**config.mk**
```make
export PLATFORM = sky130hd
export DESIGN_NAME = vram_scan_arbiter
export DESIGN_NICKNAME = d
export VERILOG_FILES = /design/src/rtl/vga_pkg.sv /design/src/rtl/vram_addr_gen.sv /design/src/rtl/vram_scan_arbiter.sv
export SDC_FILE = /design/constraint.sdc
export NUM_CORES = 1
export LEC_CHECK = 0
export BUFFER_PORTS_ARGS = -buffer_cell sky130_fd_sc_hd__buf_4
export CAP_MARGIN = 20
export CORE_MARGIN = 2
export CORE_UTILIZATION = 47
export DETAILED_ROUTE_END_ITERATION = 16
export PLACE_DENSITY = 0.81
export SYNTH_ARGS = -nofsm -noshare
export SYNTH_HDL_FRONTEND = slang
export SYNTH_HIERARCHICAL = 1
export SYNTH_SLANG_ARGS = --single-unit
```
**constraint.sdc**
```tcl
create_clock -name clk_25MHz -period 5.5 [get_ports clk_25MHz]
set_input_delay 1.1 -clock clk_25MHz [delete_from_list [all_inputs] [get_ports clk_25MHz]]
set_output_delay 1.1 -clock clk_25MHz [all_outputs]
set_load 0.01 [all_outputs]
```
**src/rtl/vga_pkg.sv**
```systemverilog
// Shared VGA/frame-buffer constants, slot phase encodings and pixel type
// for the scan-out arbiter and its address generator.
package vga_pkg;
  localparam int H_ACTIVE = 640;
  localparam int H_TOTAL  = 800;
  localparam int V_ACTIVE = 480;
  localparam int V_TOTAL  = 525;
  localparam int FB_W     = 160;
  localparam int FB_H     = 120;
  localparam int AW       = 15;
  localparam int DW       = 12;

  localparam logic [1:0] DISP_PHASE = 2'b01;
  localparam logic [1:0] CAP_PHASE  = 2'b10;
  localparam logic [1:0] LOAD_PHASE = 2'b11;

  typedef logic [DW-1:0] rgb_t;
endpackage

```
**src/rtl/vram_addr_gen.sv**
```systemverilog
// Combinational prefetch target: given the display-slot position h_pos=4k+1,
// returns the frame-buffer word for the block starting at 4k+4 and whether it is visible.
module vram_addr_gen #(
  parameter int H_ACTIVE = 640,
  parameter int H_TOTAL  = 800,
  parameter int V_ACTIVE = 480,
  parameter int V_TOTAL  = 525,
  parameter int FB_W     = 160,
  parameter int AW       = 15
) (
  input  logic [9:0]    i_h_pos,
  input  logic [9:0]    i_v_pos,
  output logic [AW-1:0] o_disp_addr,
  output logic          o_nxt_act
);
  logic [10:0] w_nh;
  logic [9:0]  w_line;
  logic [8:0]  w_x;

  assign w_nh = {1'b0, i_h_pos} + 11'd3;

  always_comb begin
    w_line    = i_v_pos;
    w_x       = w_nh[10:2];
    o_nxt_act = (i_v_pos < 10'(V_ACTIVE));
    if (w_nh >= 11'(H_ACTIVE)) begin
      // Past the visible width: aim at block 0 of the following line.
      w_line    = (i_v_pos == 10'(V_TOTAL - 1)) ? 10'd0 : i_v_pos + 10'd1;
      w_x       = 9'd0;
      o_nxt_act = (w_nh == 11'(H_TOTAL)) && (w_line < 10'(V_ACTIVE));
    end
  end

  assign o_disp_addr = AW'(w_line[9:2]) * AW'(FB_W) + AW'(w_x);
endmodule

```
**src/rtl/vram_scan_arbiter.sv**
```systemverilog
// Single-port frame-buffer arbiter: fixed display read slot at phase 01 of
// every 4-clock block, remaining slots granted to the host handshake port.
module vram_scan_arbiter #(
  parameter int H_ACTIVE = 640,
  parameter int H_TOTAL  = 800,
  parameter int V_ACTIVE = 480,
  parameter int V_TOTAL  = 525,
  parameter int FB_W     = 160,
  parameter int AW       = 15,
  parameter int DW       = 12
) (
  input  logic          clk_25MHz,
  input  logic          rst_,
  input  logic [9:0]    h_pos,
  input  logic [9:0]    v_pos,
  output logic [DW-1:0] rgb_out,
  input  logic          host_valid,
  output logic          host_ready,
  input  logic          host_we,
  input  logic [AW-1:0] host_addr,
  input  logic [DW-1:0] host_wdata,
  output logic          host_rvalid,
  output logic [DW-1:0] host_rdata,
  output logic          ram_en,
  output logic          ram_we,
  output logic [AW-1:0] ram_addr,
  output logic [DW-1:0] ram_wdata,
  input  logic [DW-1:0] ram_rdata
);
  import vga_pkg::*;

  logic [1:0]    w_phase;
  logic          w_disp_slot;
  logic          w_xfer;
  logic [AW-1:0] w_disp_addr;
  logic          w_nxt_act;

  logic          r_act_q;
  logic [DW-1:0] r_next_pix;
  logic [DW-1:0] r_rgb;
  logic          r_host_rvalid;

  vram_addr_gen #(
    .H_ACTIVE (H_ACTIVE),
    .H_TOTAL  (H_TOTAL),
    .V_ACTIVE (V_ACTIVE),
    .V_TOTAL  (V_TOTAL),
    .FB_W     (FB_W),
    .AW       (AW)
  ) u_addr_gen (
    .i_h_pos     (h_pos),
    .i_v_pos     (v_pos),
    .o_disp_addr (w_disp_addr),
    .o_nxt_act   (w_nxt_act)
  );

  assign w_phase     = h_pos[1:0];
  assign w_disp_slot = (w_phase == DISP_PHASE);
  assign host_ready  = rst_ & ~w_disp_slot;
  assign w_xfer      = host_valid & host_ready;

  // The display read is unconditional so the slot schedule never shifts.
  assign ram_en    = rst_ & (w_disp_slot | w_xfer);
  assign ram_we    = w_xfer & host_we;
  assign ram_addr  = w_disp_slot ? w_disp_addr : host_addr;
  assign ram_wdata = host_wdata;

  assign host_rdata  = ram_rdata;
  assign host_rvalid = r_host_rvalid;
  assign rgb_out     = r_rgb;

  always_ff @(posedge clk_25MHz or negedge rst_) begin
    if (!rst_) begin
      r_act_q       <= 1'b0;
      r_next_pix    <= '0;
      r_rgb         <= '0;
      r_host_rvalid <= 1'b0;
    end else begin
      // Only host reads can occupy a non-display slot, so the tag is just w_xfer & ~we.
      r_host_rvalid <= w_xfer & ~host_we;
      case (w_phase)
        DISP_PHASE: r_act_q    <= w_nxt_act;
        CAP_PHASE:  r_next_pix <= ram_rdata;
        LOAD_PHASE: r_rgb      <= r_act_q ? r_next_pix : '0;
        default: ;
      endcase
    end
  end
endmodule
```
Yosys cells after proc, flatten, opt, wreduce, memory -nomap -nowiden:

Cells that the tools add are included.

* bitwise gates (word level): 8
* muxes and demuxes: 6
* $lt $le $gt $ge: 3
* add/subtract/negate cells: 3
* multipliers: 1
* reductions and logical operators: 1
* eq/ne operators: 5

Operators with widths (count)
* 10-bit by 9-bit < comparator with 1-bit output, second input constant: 2
* 10-bit two-way mux: 2
* 15-bit by 9-bit adder with 15-bit output: 1
* 15-bit two-way mux: 1
* 12-bit two-way mux: 1
* 10-bit by 2-bit adder with 11-bit output, second input constant: 1
* 11-bit by 10-bit == test with 1-bit output, second input constant: 1
* 11-bit by 10-bit greater-or-equal comparator with 1-bit output, second input constant: 1
* 10-bit by 1-bit adder with 10-bit output, second input constant: 1
* 10-bit == test, second input constant: 1
* 8-bit by 3-bit multiplier with 10-bit output, second input constant: 1
* 9-bit two-way mux: 1
* 1-bit AND: 5
* 2-bit == test, second input constant: 2
* 2-bit by 1-bit == test with 1-bit output, second input constant: 1
* 1-bit inverter: 2
* 1-bit logical AND: 1
* 1-bit two-way mux: 1
* 1-bit OR: 1

* input port bits: 63
* output and inout bits: 55
* flip-flop bits (word level): 26
* word-level logic and storage cells: 31

Longest topological paths before layout:

Gate-level depths: netlist of run 1.

* word-level depth: 6
* depth in mapped cells: 16
* depth with buffers taken out: 15

Cells and area by module:

Netlist of run 1, hierarchy kept.

By module, submodules not included
* vram_scan_arbiter: cells each 129, times used 1, area an instance 1441.4 µm²
* vram_addr_gen: cells each 137, times used 1, area an instance 968.4 µm²

Worst setup path before layout of run 1:

OpenSTA, ideal clock, no wires.

* path kind: input to output
* start: in h_pos[0]
* end: out ram_addr[14]
* slack: 216 ps
* data required time: 4400 ps
* arrival: 4184 ps
* cell stages on the path: 16
* cell sequence: o211ai_1 > o21ai_1 > clkbuf_1 > nand2_1 > o21ai_0 > o21ai_0 > ha_1 > ha_1 > fa_1 > a21o_1 > a21oi_1 > o21bai_1 > a21oi_1 > xor2_1 > xor2_1 > mux2_2

* word-level cells in the longest chain between the ends: 6

RTL lines
* start: declaration: RTL line vram_scan_arbiter.sv:14 `input logic [9:0] h_pos,`
* 10-bit by 2-bit adder with 11-bit output (*): RTL line vram_addr_gen.sv:20 `assign w_nh = {1'b0, i_h_pos} + 11'd3;`
* 11-bit by 10-bit greater-or-equal comparator with 1-bit output: RTL line vram_addr_gen.sv:26 `if (w_nh >= 11'(H_ACTIVE)) begin`
* 10-bit two-way mux: RTL line vram_addr_gen.sv:26
* 8-bit by 3-bit multiplier with 10-bit output: RTL line vram_addr_gen.sv:34 `assign o_disp_addr = AW'(w_line[9:2]) * AW'(FB_W) + AW'(w_x);`
* 15-bit by 9-bit adder with 15-bit output (*): RTL line vram_addr_gen.sv:34
* via w_disp_addr[14]: RTL line vram_scan_arbiter.sv:35 `logic [AW-1:0] w_disp_addr;`
* 15-bit two-way mux (*): RTL line vram_scan_arbiter.sv:65 `assign ram_addr = w_disp_slot ? w_disp_addr : host_addr;`
* end: declaration: RTL line vram_scan_arbiter.sv:26 `output logic [AW-1:0] ram_addr,`

The timed path passes the listed nets; every way through them passes the cells marked *.

Worst setup path in the final report of run 1:

* start: in v_pos[1]
* end: out ram_addr[14]

* word-level cells in the longest chain between the ends: 6

RTL lines
* start: declaration: RTL line vram_scan_arbiter.sv:15 `input logic [9:0] v_pos,`
* 10-bit by 1-bit adder with 10-bit output / 10-bit == test (equally long branches): RTL line vram_addr_gen.sv:28 `w_line = (i_v_pos == 10'(V_TOTAL - 1)) ? 10'd0 : i_v_pos + 10'd1;`
* 10-bit two-way mux (*): RTL line vram_addr_gen.sv:28
* 10-bit two-way mux (*): RTL line vram_addr_gen.sv:26
* 8-bit by 3-bit multiplier with 10-bit output (*): RTL line vram_addr_gen.sv:34
* 15-bit by 9-bit adder with 15-bit output (*): RTL line vram_addr_gen.sv:34
* via w_disp_addr[14]: RTL line vram_scan_arbiter.sv:35
* 15-bit two-way mux (*): RTL line vram_scan_arbiter.sv:65

Marks and branches as above.

==> flow_metrics.py, run 1 <==
metrics = {
    "run_status": {
        "status": "completed",
    },
    "clocking": {
        "cts_tree": "built",
        "clkTransAtPathRegs_ns": 0.09,
        "cts_buffers": 3,
        "insertion_delay_ns": 0.27,
        "cts_root_buffer": "clkbuf_8",
        "htreeDepth": 1,
        "holdBufCountCts": 0,
        "cts_buffer_depth": 2,
        "cts_sinks": 26,
    },
    "timing": {
        "fin_crit_ns": 5.35,
        "fmax_mhz": 187,
        "finalSetupTns_ns": 0,
        "hold_violations": 0,
        "maxSlewHeadroom_pct": 61.1,
        "clock_skew_ns": 0.00442,
        "worst_pin_slew_ns": 0.583,
        "maxSlewViolCount": 0,
        "setup_viol": 0,
        "whs_ns": 0.495,
        "post-route-period-util_pct": 97.3,
    },
    "pwr": {
        "power_density_nw_per_um2": 199,
        "peakVddDrop_mv": 0.203,
        "power_mw": 0.634,
        "leakage_nw": 1.49,
    },
    "final_layout": {
        "synthToLayoutAreaGrowth_pct": 32.0,
        "fin_cells": 411,
        "fin_util_pct": 63.1,
        "layout-drive-gt1-share_pct": 43.1,
        "final_nets": 423,
        "antenna_cells": 0,
    },
    "logic_synthesis": {
        "syn_inst": 266,
        "synth_area_per_cell_um2": 9.06,
        "synthXorXnorAreaFrac_pct": 8.00,
        "ys.warnings.count": 6,
        "ys_seq_elements": 26,
        "synth_top_family_by_area": "simple AND/OR/NAND/NOR gates",
        "synthTopCellsByArea": "dfrtp_1 (27%), mux2_2 (8.9%), ha_1 (8.3%)",
        "synth_compound_area_share_pct": 11.7,
        "syn-num-nets": 347,
        "yosysTopAreaCell": "dfrtp_1",
        "synth_top_area_share_pct": 27.0,
        "synth_adder_area_share_pct": 9.97,
        "yosysSeqAreaShare_pct": 27.0,
        "synth.area.mux_share_pct": 13.6,
        "synthesis.area_um2": 2410,
        "yosys.area_share.simple_pct": 17.0,
        "synth_cell_types": 44,
    },
    "setup_path": {
        "start_kind": "input port",
        "rrSetupSlack_ns": 4.50,
        "r2r_start": "r_act_q$_DFFE_PN0P_",
        "critPathMaxFanout": 5,
        "arrival_ns": 4.25,
        "reg2reg_to": "r_act_q$_DFFE_PN0P_",
        "path_class": "in -> out",
        "rr_worst_depth": 1,
        "crit_required_ns": 4.40,
        "critPathCaptureType": "primary output",
    },
    "floorplan": {
        "boundaryPins": 118,
        "die_y_um": 75.6,
        "dieArea_um2": 5720,
        "coreArea_um2": 5040,
        "die_x_um": 75.6,
        "num_rows": 26,
        "initial_core_util_pct": 47.8,
    },
    "drt": {
        "drt_wl_total_um": 6060,
        "drt-initial-drc-count": 90,
        "final_antenna_net_count": 0,
        "wl_per_cell_um": 14.7,
        "remaining_drc_errors": 0,
        "routed-via-count": 2182,
        "firstDrtPassIters": 4,
        "vias_per_cell": 5.31,
    },
    "hold_path": {
        "holdCritStartpoint": "r_next_pix[9]$_DFFE_PN0N_",
        "min_path_cells": 1,
        "hold_class": "reg -> reg",
        "worstHoldEndpoint": "r_next_pix[9]$_DFFE_PN0N_",
    },
    "global_route": {
        "grt_pass1_wl_um": 9220,
        "gr-usage-all-layers_pct": 20.5,
        "grt_pass1_vias": 2036,
        "grt_max_degree": 30,
        "antenna_found_initial": 0,
        "grt-ovfl-total": 0,
    },
    "placed_design": {
        "placedCellCount": 404,
        "dp_hpwl_um": 4580,
        "place.gp.congestion": 0.867,
        "portBuffers": 93,
    },
    "run": {
        "drv_cap": 0,
    },
}
-- sequential cells by signal (all words and copies together) (netlist names) --
register	flops
host_rvalid	1
r_act_q	1
rgb_out	12
r_next_pix	12
-- cell usage in the layout, fill, tap and decap left out, drive strengths merged, types with 2 or more instances in the layout --
cell type / netlist / layout
buf: 30 / 104
mux2: 29 / 29
dfrtp: 26 / 26
o21ai: 26 / 26
inv: 17 / 17
ha: 16 / 16
nand4: 15 / 15
nor2: 14 / 14
nand2: 13 / 13
xor2: 11 / 11
xnor2: 11 / 11
a21oi: 9 / 9
nand3: 5 / 5
nor2b: 5 / 5
clkbuf: 3 / 4
o211ai: 4 / 4
and3: 4 / 4
a21o: 4 / 4
and4: 3 / 3
and2: 2 / 2
o21bai: 2 / 2
nor4b: 2 / 2
fa: 2 / 2
-- cell type report --
type / instances / area (um^2)
repair buffers: 104 / 781
well taps: 70 / 87.6
inverters: 17 / 63.8
flip-flops and latches: 26 / 651
clock buffers: 4 / 55.1
multi-input cells: 190 / 1540
fillers: 428 / 1860
-- worst max-delay path by stage --
stage                     startpoint           end  slack [ns]  depth (start not counted)
after floorplan             h_pos[0]  ram_addr[14]        0.22                         16
after global placement      v_pos[7]  ram_addr[14]        0.04                         15
after detailed placement    v_pos[1]  ram_addr[14]       -0.07                         15
after CTS                   h_pos[0]  ram_addr[14]       0.009                         16
after global routing        h_pos[9]  ram_addr[14]       -0.06                         17
final                       v_pos[1]  ram_addr[14]        0.15                         16
-- per-layer routing --
| layer | GRT usage [%] | vias to the layer above | wire length [um] |
|---|---|---|---|
| met4 | 1.17 | 0 | 49 |
| met1 | 26.9 | 1043 | 2490 |
| li1 | - | 1064 | - |
| met2 | 37.7 | 67 | 3240 |
| met5 | 0 | - | 0 |
| met3 | 2.78 | 8 | 282 |
-- timing repair --
action,CTS,global route
endpoints found under the setup margin,2,5
buffers inserted,1,2
cloned,0,0
resized for setup,3,15
pin swaps,1,7
-- critical path: stages --
cell and delay (ns):
buf_4 0.13, nor4b_4 0.31, and4_4 0.29, o21ai_0 0.10
nand2_1 0.07, o21ai_1 0.12, ha_1 0.23, ha_1 0.22
fa_2 0.37, a21o_1 0.21, a21oi_2 0.17, xnor2_1 0.20
nand4_1 0.16, xor2_1 0.17, mux2_2 0.26, buf_4 0.14
-- Yosys cell counts (all sizes together) --
cell type / instances
nand3b: 1
xnor2: 11
and3: 4
mux2: 29
nand2: 13
a22oi: 1
fa: 2
ha: 16
clkbuf: 3
and4: 3
inv: 17
nand4: 15
o22ai: 1
and2: 2
or2: 1
o21bai: 2
nand3: 5
nor2b: 5
a21oi: 9
nor3: 1
buf: 30
o211ai: 4
o21ai: 26
a21o: 4
conb: 1
nor4: 1
nor4bb: 1
nor2: 14
nor3b: 1
or3: 1
xor2: 11
dfrtp: 26
o21a: 1
nor4b: 2
nand2b: 1
o2111ai: 1
-- cells by family after synthesis --
family / Yosys count
fa+ha+maj: 18
xor+xnor: 22
buf+inv: 50
flops: 26
other cells: 1
mux: 29
compound gates: 49
simple gates: 71
-- report_power, final --
part	switching, mW	internal (mW)
clock	0.0599	0.0640
sequential	0.0180	0.217
combinational	0.131	0.145
-- stage by stage --
| stage | instance area (um^2) | setup WS [ns] |
|---|---|---|
| floorplan | 2410 | 0.216 |
| global placement | 3020 | 0.0401 |
| detailed placement | 3020 | -0.0672 |
| CTS | 3090 | 0.00908 |
| global route | 3180 | -0.0630 |
| finish | 3180 | 0.147 |
Power figures use the tool's default switching activity.
==> inputs of run 2 (changes only) <==
--- a/config.mk
+++ b/config.mk
@@ -11,6 +11,7 @@
 export CORE_UTILIZATION = 47
 export DETAILED_ROUTE_END_ITERATION = 16
 export PLACE_DENSITY = 0.81
+export SETUP_SLACK_MARGIN = 0.4
 export SYNTH_ARGS = -nofsm -noshare
 export SYNTH_HDL_FRONTEND = slang
 export SYNTH_HIERARCHICAL = 1
==> flow_metrics.py, run 2 (synthesis results as in run 1) <==
metrics = {
    "run_status": {
        "status": "completed",
    },
    "drt": {
        "final_antenna_net_count": 0,
        "routed-via-count": 2214,
        "drt-initial-drc-count": 84,
        "remaining_drc_errors": 0,
        "vias_per_cell": 5.31,
        "drt_wl_total_um": 5920,
        "firstDrtPassIters": 4,
        "wl_per_cell_um": 14.2,
    },
    "clocking": {
        "insertion_delay_ns": 0.27,
        "cts_root_buffer": "clkbuf_8",
        "cts_buffer_depth": 2,
        "cts_tree": "built",
        "htreeDepth": 1,
        "cts_buffers": 3,
        "clkTransAtPathRegs_ns": 0.09,
        "cts_sinks": 26,
    },
    "setup_path": {
        "critPathMaxFanout": 6,
        "rr_worst_depth": 1,
        "critPathBufInv": 3,
        "arrival_ns": 4.28,
        "r2r_start": "r_act_q$_DFFE_PN0P_",
        "cp.depth": 17,
        "cp_slowest_cell": "fa_2",
        "critPathCaptureType": "primary output",
        "path_common_cell": "buf_6",
        "crit_required_ns": 4.40,
        "endpoint": "ram_addr[14]",
        "start_kind": "input port",
        "path_class": "in -> out",
        "reg2reg_to": "r_act_q$_DFFE_PN0P_",
        "crit_family": "adder cells",
        "slowest_delay_ns": 0.40,
        "path_cells": "buf_4 > nor4b_4 > and4_4 > a21oi_1 > o21ai_0 > o21ai_1 > ha_1 > ha_4 > fa_2 > a21o_1 > a21oi_4 > buf_6 > xnor2_4 > nand4_1 > xor2_1 > mux2_4 > buf_6",
        "rrSetupSlack_ns": 4.50,
        "cp-startpoint": "v_pos[1]",
    },
    "timing": {
        "clock_skew_ns": 0.00790,
        "grt_setup_unrepaired": "yes",
        "fmax_mhz": 186,
        "post-route-period-util_pct": 97.8,
        "fin_crit_ns": 5.38,
        "worst_pin_slew_ns": 0.586,
        "maxSlewHeadroom_pct": 60.8,
        "finalSetupTns_ns": 0,
        "hold_violations": 0,
        "setup_viol": 0,
        "maxSlewViolCount": 0,
    },
    "global_route": {
        "grt_pass1_wl_um": 9000,
        "grt_pass1_vias": 1969,
        "gr-usage-all-layers_pct": 20.1,
        "grt-ovfl-total": 0,
        "grt_max_degree": 30,
        "antenna_found_initial": 0,
    },
    "floorplan": {
        "initial_core_util_pct": 47.8,
        "die_y_um": 75.6,
        "dieArea_um2": 5720,
        "num_rows": 26,
        "coreArea_um2": 5040,
        "boundaryPins": 118,
        "die_x_um": 75.6,
    },
    "final_layout": {
        "fin_util_pct": 66.3,
        "antenna_cells": 0,
        "layout_common_cells": "buf_4 (99), dfrtp_1 (26), o21ai_0 (20)",
        "fillerInstances": 411,
        "design_area_um2": 3340,
        "fin_cells": 417,
        "layout_commonest_cell": "buf_4",
        "layout-drive-gt1-share_pct": 45.5,
        "final_nets": 429,
        "synthToLayoutAreaGrowth_pct": 38.8,
    },
    "pwr": {
        "power_mw": 0.691,
        "leakage_nw": 1.56,
        "power_density_nw_per_um2": 207,
        "peakVddDrop_mv": 0.181,
    },
    "placed_design": {
        "dp_hpwl_um": 4450,
        "place_area_um2": 3000,
        "portBuffers": 93,
        "place.gp.congestion": 0.871,
        "placedCellCount": 401,
    },
    "hold_path": {
        "hold_class": "reg -> reg",
    },
    "run": {
        "drv_cap": 0,
    },
}
run 2: changes by cell type in the layout (fill, tap and decap cells not counted), sizes merged:
cell,before,now
bufinv,0,1
clkbuf,4,3
buf,104,110
run 2: layout make-up:
| cell class | count | area (um^2) | area share [%] |
|---|---|---|---|
| Multi-Input combinational cell | 190 | 1600 | 48.0 |
| Timing Repair Buffer | 110 | 867 | 25.9 |
| Clock inverter | 1 | 30.0 | 0.898 |
| Tap cell | 70 | 87.6 | 2.62 |
| Sequential cell | 26 | 651 | 19.5 |
| Clock buffer | 3 | 41.3 | 1.23 |
| Inverter | 17 | 63.8 | 1.91 |
run 2: layer usage:
layer | global-route usage, % | up-vias | part of all wire (%)
li1 | - | 1077 | -
met1 | 26.6 | 1059 | 42
met3 | 3.44 | 4 | 4.9
met2 | 35.5 | 74 | 53
met5 | 0 | - | 0
met4 | 2.92 | 0 | 0.44
run 2: repair_timing:
action | 4_1_cts | 5_1_grt
gates cloned | 0 | 0
buffers inserted | 8 | 4
endpoints found under the setup margin | 5 | 5
gates resized for setup | 15 | 23
hold buffers | 0 | 0
pin swaps | 11 | 17
run 2: how the worst min path moves through the flow:
stage | startpoint | to | slack, ns | cells after the start
after floorplan | r_next_pix[8]$_DFFE_PN0N_ | r_next_pix[8]$_DFFE_PN0N_ | 0.46 | 1
after global placement | r_next_pix[8]$_DFFE_PN0N_ | r_next_pix[8]$_DFFE_PN0N_ | 0.47 | 1
after detailed placement | r_next_pix[3]$_DFFE_PN0N_ | r_next_pix[3]$_DFFE_PN0N_ | 0.48 | 1
after CTS | r_next_pix[9]$_DFFE_PN0N_ | r_next_pix[9]$_DFFE_PN0N_ | 0.50 | 1
after global routing | r_next_pix[10]$_DFFE_PN0N_ | r_next_pix[10]$_DFFE_PN0N_ | 0.51 | 1
final | r_next_pix[9]$_DFFE_PN0N_ | r_next_pix[9]$_DFFE_PN0N_ | 0.49 | 1
run 2: report_power, final:
group / switching, mW / total, mW / internal [mW]
registers: 0.0174 / 0.235 / 0.217
clock network: 0.0584 / 0.156 / 0.0974
logic: 0.139 / 0.301 / 0.162
total: 0.214 / 0.691 / 0.477
run 2: through the flow:
| stage | setup slack, ns | hold WS (ns) |
|---|---|---|
| after floorplan | 0.416 | 0.458 |
| after global placement | 0.0501 | 0.467 |
| final | 0.120 | 0.493 |
| after global routing | -0.0502 | 0.510 |
| after detailed placement | -0.0292 | 0.477 |
| after CTS | 0.202 | 0.497 |
==> inputs of run 3 (changes only) <==
--- a/config.mk
+++ b/config.mk
@@ -8,9 +8,10 @@
 export BUFFER_PORTS_ARGS = -buffer_cell sky130_fd_sc_hd__buf_4
 export CAP_MARGIN = 20
 export CORE_MARGIN = 2
-export CORE_UTILIZATION = 47
+export CORE_UTILIZATION = 45
 export DETAILED_ROUTE_END_ITERATION = 16
-export PLACE_DENSITY = 0.81
+export GPL_ROUTABILITY_DRIVEN = 0
+export PLACE_DENSITY = 0.79
 export SETUP_SLACK_MARGIN = 0.4
 export SYNTH_ARGS = -nofsm -noshare
 export SYNTH_HDL_FRONTEND = slang
==> flow_metrics.py, run 3 (synthesis results as in run 1) <==
metrics = {
    "run_status": {
        "status": "completed",
    },
    "placed_design": {
        "portBuffers": 93,
        "place_ws_ns": -0.0822,
        "dp_hpwl_um": 4560,
    },
    "timing": {
        "setup_viol": 0,
        "clock_skew_ns": 0.00102,
        "fin_crit_ns": 5.46,
        "hold_violations": 0,
        "post-route-period-util_pct": 99.2,
        "finalSetupTns_ns": 0,
        "whs_ns": 0.492,
        "layout_setup_ws_ns": 0.0428,
        "maxSlewViolCount": 0,
        "worst_pin_slew_ns": 0.609,
        "fmax_mhz": 183,
        "maxSlewHeadroom_pct": 59.3,
        "grt_setup_unrepaired": "yes",
    },
    "pwr": {
        "leakage_nw": 1.61,
        "power_density_nw_per_um2": 211,
        "pwr-share-seq_pct": 32.4,
        "peakVddDrop_mv": 0.223,
        "sw_frac_of_total_pct": 31.9,
        "clkPwrFrac_pct": 21.9,
        "p_int_mw": 0.494,
        "power_mw": 0.726,
        "power.share.combinational_pct": 45.7,
        "p_switching_mw": 0.232,
    },
    "clocking": {
        "holdBufCountCts": 0,
        "insertion_delay_ns": 0.27,
        "cts_tree": "built",
        "cts_sinks": 26,
        "cts_buffer_depth": 2,
        "clkTransAtPathRegs_ns": 0.09,
        "htreeDepth": 1,
        "cts_buffers": 3,
        "cts_root_buffer": "clkbuf_8",
    },
    "final_layout": {
        "layout-drive-gt1-share_pct": 48.9,
        "fillerInstances": 429,
        "antenna_cells": 0,
        "fin_util_pct": 66.9,
        "layout_commonest_cell": "buf_4",
        "final_nets": 432,
        "layout_common_cells": "buf_4 (103), dfrtp_1 (26), o21ai_0 (19)",
        "synthToLayoutAreaGrowth_pct": 42.7,
    },
    "floorplan": {
        "dieArea_um2": 5960,
        "initial_core_util_pct": 46.9,
        "boundaryPins": 118,
        "die_x_um": 77.2,
        "coreArea_um2": 5140,
        "num_rows": 26,
        "die_y_um": 77.2,
    },
    "run": {
        "drv_cap": 0,
    },
    "global_route": {
        "gr-usage-all-layers_pct": 20.4,
        "grt_pass1_wl_um": 10100,
        "antenna_found_initial": 0,
        "grt_max_degree": 30,
        "grt_pass1_vias": 2169,
        "grt-ovfl-total": 0,
    },
    "setup_path": {
        "cp_slowest_cell": "fa_2",
        "path_cells": "buf_6 > o211ai_1 > buf_4 > o21ai_4 > nand4_1 > nor2_1 > xor2_1 > ha_1 > ha_2 > fa_2 > a21o_1 > a21oi_2 > o21bai_1 > a21oi_1 > xor2_1 > xor2_1 > mux2_2 > buf_4",
        "path_common_cell": "xor2_1",
        "crit_family": "compound AO/OA/AOI/OAI gates",
        "cp.depth": 18,
        "rrSetupSlack_ns": 4.52,
        "slowest_delay_ns": 0.34,
        "critPathMaxFanout": 4,
        "path_class": "in -> out",
        "crit_required_ns": 4.40,
        "critPathCaptureType": "primary output",
        "critPathBufInv": 3,
        "arrival_ns": 4.36,
        "start_kind": "input port",
        "rr_worst_depth": 1,
    },
    "drt": {
        "remaining_drc_errors": 0,
        "drt_wl_total_um": 6550,
        "firstDrtPassIters": 4,
        "vias_per_cell": 5.24,
        "routed-via-count": 2200,
        "wl_per_cell_um": 15.6,
        "drt-initial-drc-count": 76,
        "final_antenna_net_count": 0,
    },
    "hold_path": {
        "hold_class": "reg -> reg",
        "min_path_cells": 1,
    },
}
run 3: cell types whose count changed in the layout (fill, tap and decap cells not counted), moves of 2 or more:
cell / before / now
buf_6: 11 / 9
buf_4: 99 / 103
nor2_1: 13 / 10
nor2_2: 1 / 3
mux2_4: 2 / 5
o21ai_4: 0 / 2
xnor2_2: 2 / 5
xnor2_1: 8 / 5
mux2_2: 17 / 14
run 3: power by group through the flow:
stage / combinational (mW) / sequential [mW] / clock [mW]
6_report: 0.331 / 0.235 / 0.159
5_1_grt: 0.356 / 0.239 / 0.169
4_1_cts: 0.279 / 0.235 / 0.161
3_5_place_dp: 0.259 / 0.238 / 0
3_3_place_gp: 0.253 / 0.237 / 0
2_1_floorplan: 0.156 / 0.238 / 0
run 3: final timing paths:
path / startpoint / to
hold / removal: r_next_pix[7]$_DFFE_PN0N_ / r_next_pix[7]$_DFFE_PN0N_
hold reg to reg: r_next_pix[7]$_DFFE_PN0N_ / r_next_pix[7]$_DFFE_PN0N_
min in group asynchronous: rst_ / rgb_out[5]$_DFFE_PN0N_
setup / recovery: h_pos[1] / ram_addr[14]
max in group asynchronous: rst_ / rgb_out[7]$_DFFE_PN0N_
setup reg to reg: r_act_q$_DFFE_PN0P_ / r_act_q$_DFFE_PN0P_
run 3: final cells by class:
cell class | instances | area [um^2] | share of cell area, %
Multi-Input combinational cell | 190 | 1680 | 48.7
Timing Repair Buffer | 113 | 890 | 25.9
Clock inverter | 1 | 30.0 | 0.873
Clock buffer | 3 | 41.3 | 1.20
Sequential cell | 26 | 651 | 18.9
Inverter | 17 | 63.8 | 1.86
Tap cell | 70 | 87.6 | 2.55
run 3: metrics by stage:
stage / cells / cell area (um^2)
floorplan: 266 / 2420
global placement: 401 / 3000
detailed placement: 401 / 3000
CTS: 412 / 3230
global route: 420 / 3440
finish: 420 / 3440
run 3: what timing repair did:
| item | CTS | global route |
|---|---|---|
| setup endpoints to repair | 5 | 5 |
| resized for setup | 24 | 29 |
| buffers inserted | 7 | 8 |
| pin swaps | 12 | 13 |
run 3: layer usage:
layer	GRT usage (%)	wire length [um]	part of all wire [%]	vias to the layer above
li1	-	-	-	1081
met5	0	0	0	-
met1	24.7	2490	38	1040
met4	3.75	119	1.8	0
met3	2.94	305	4.7	13
met2	38.4	3630	55	66
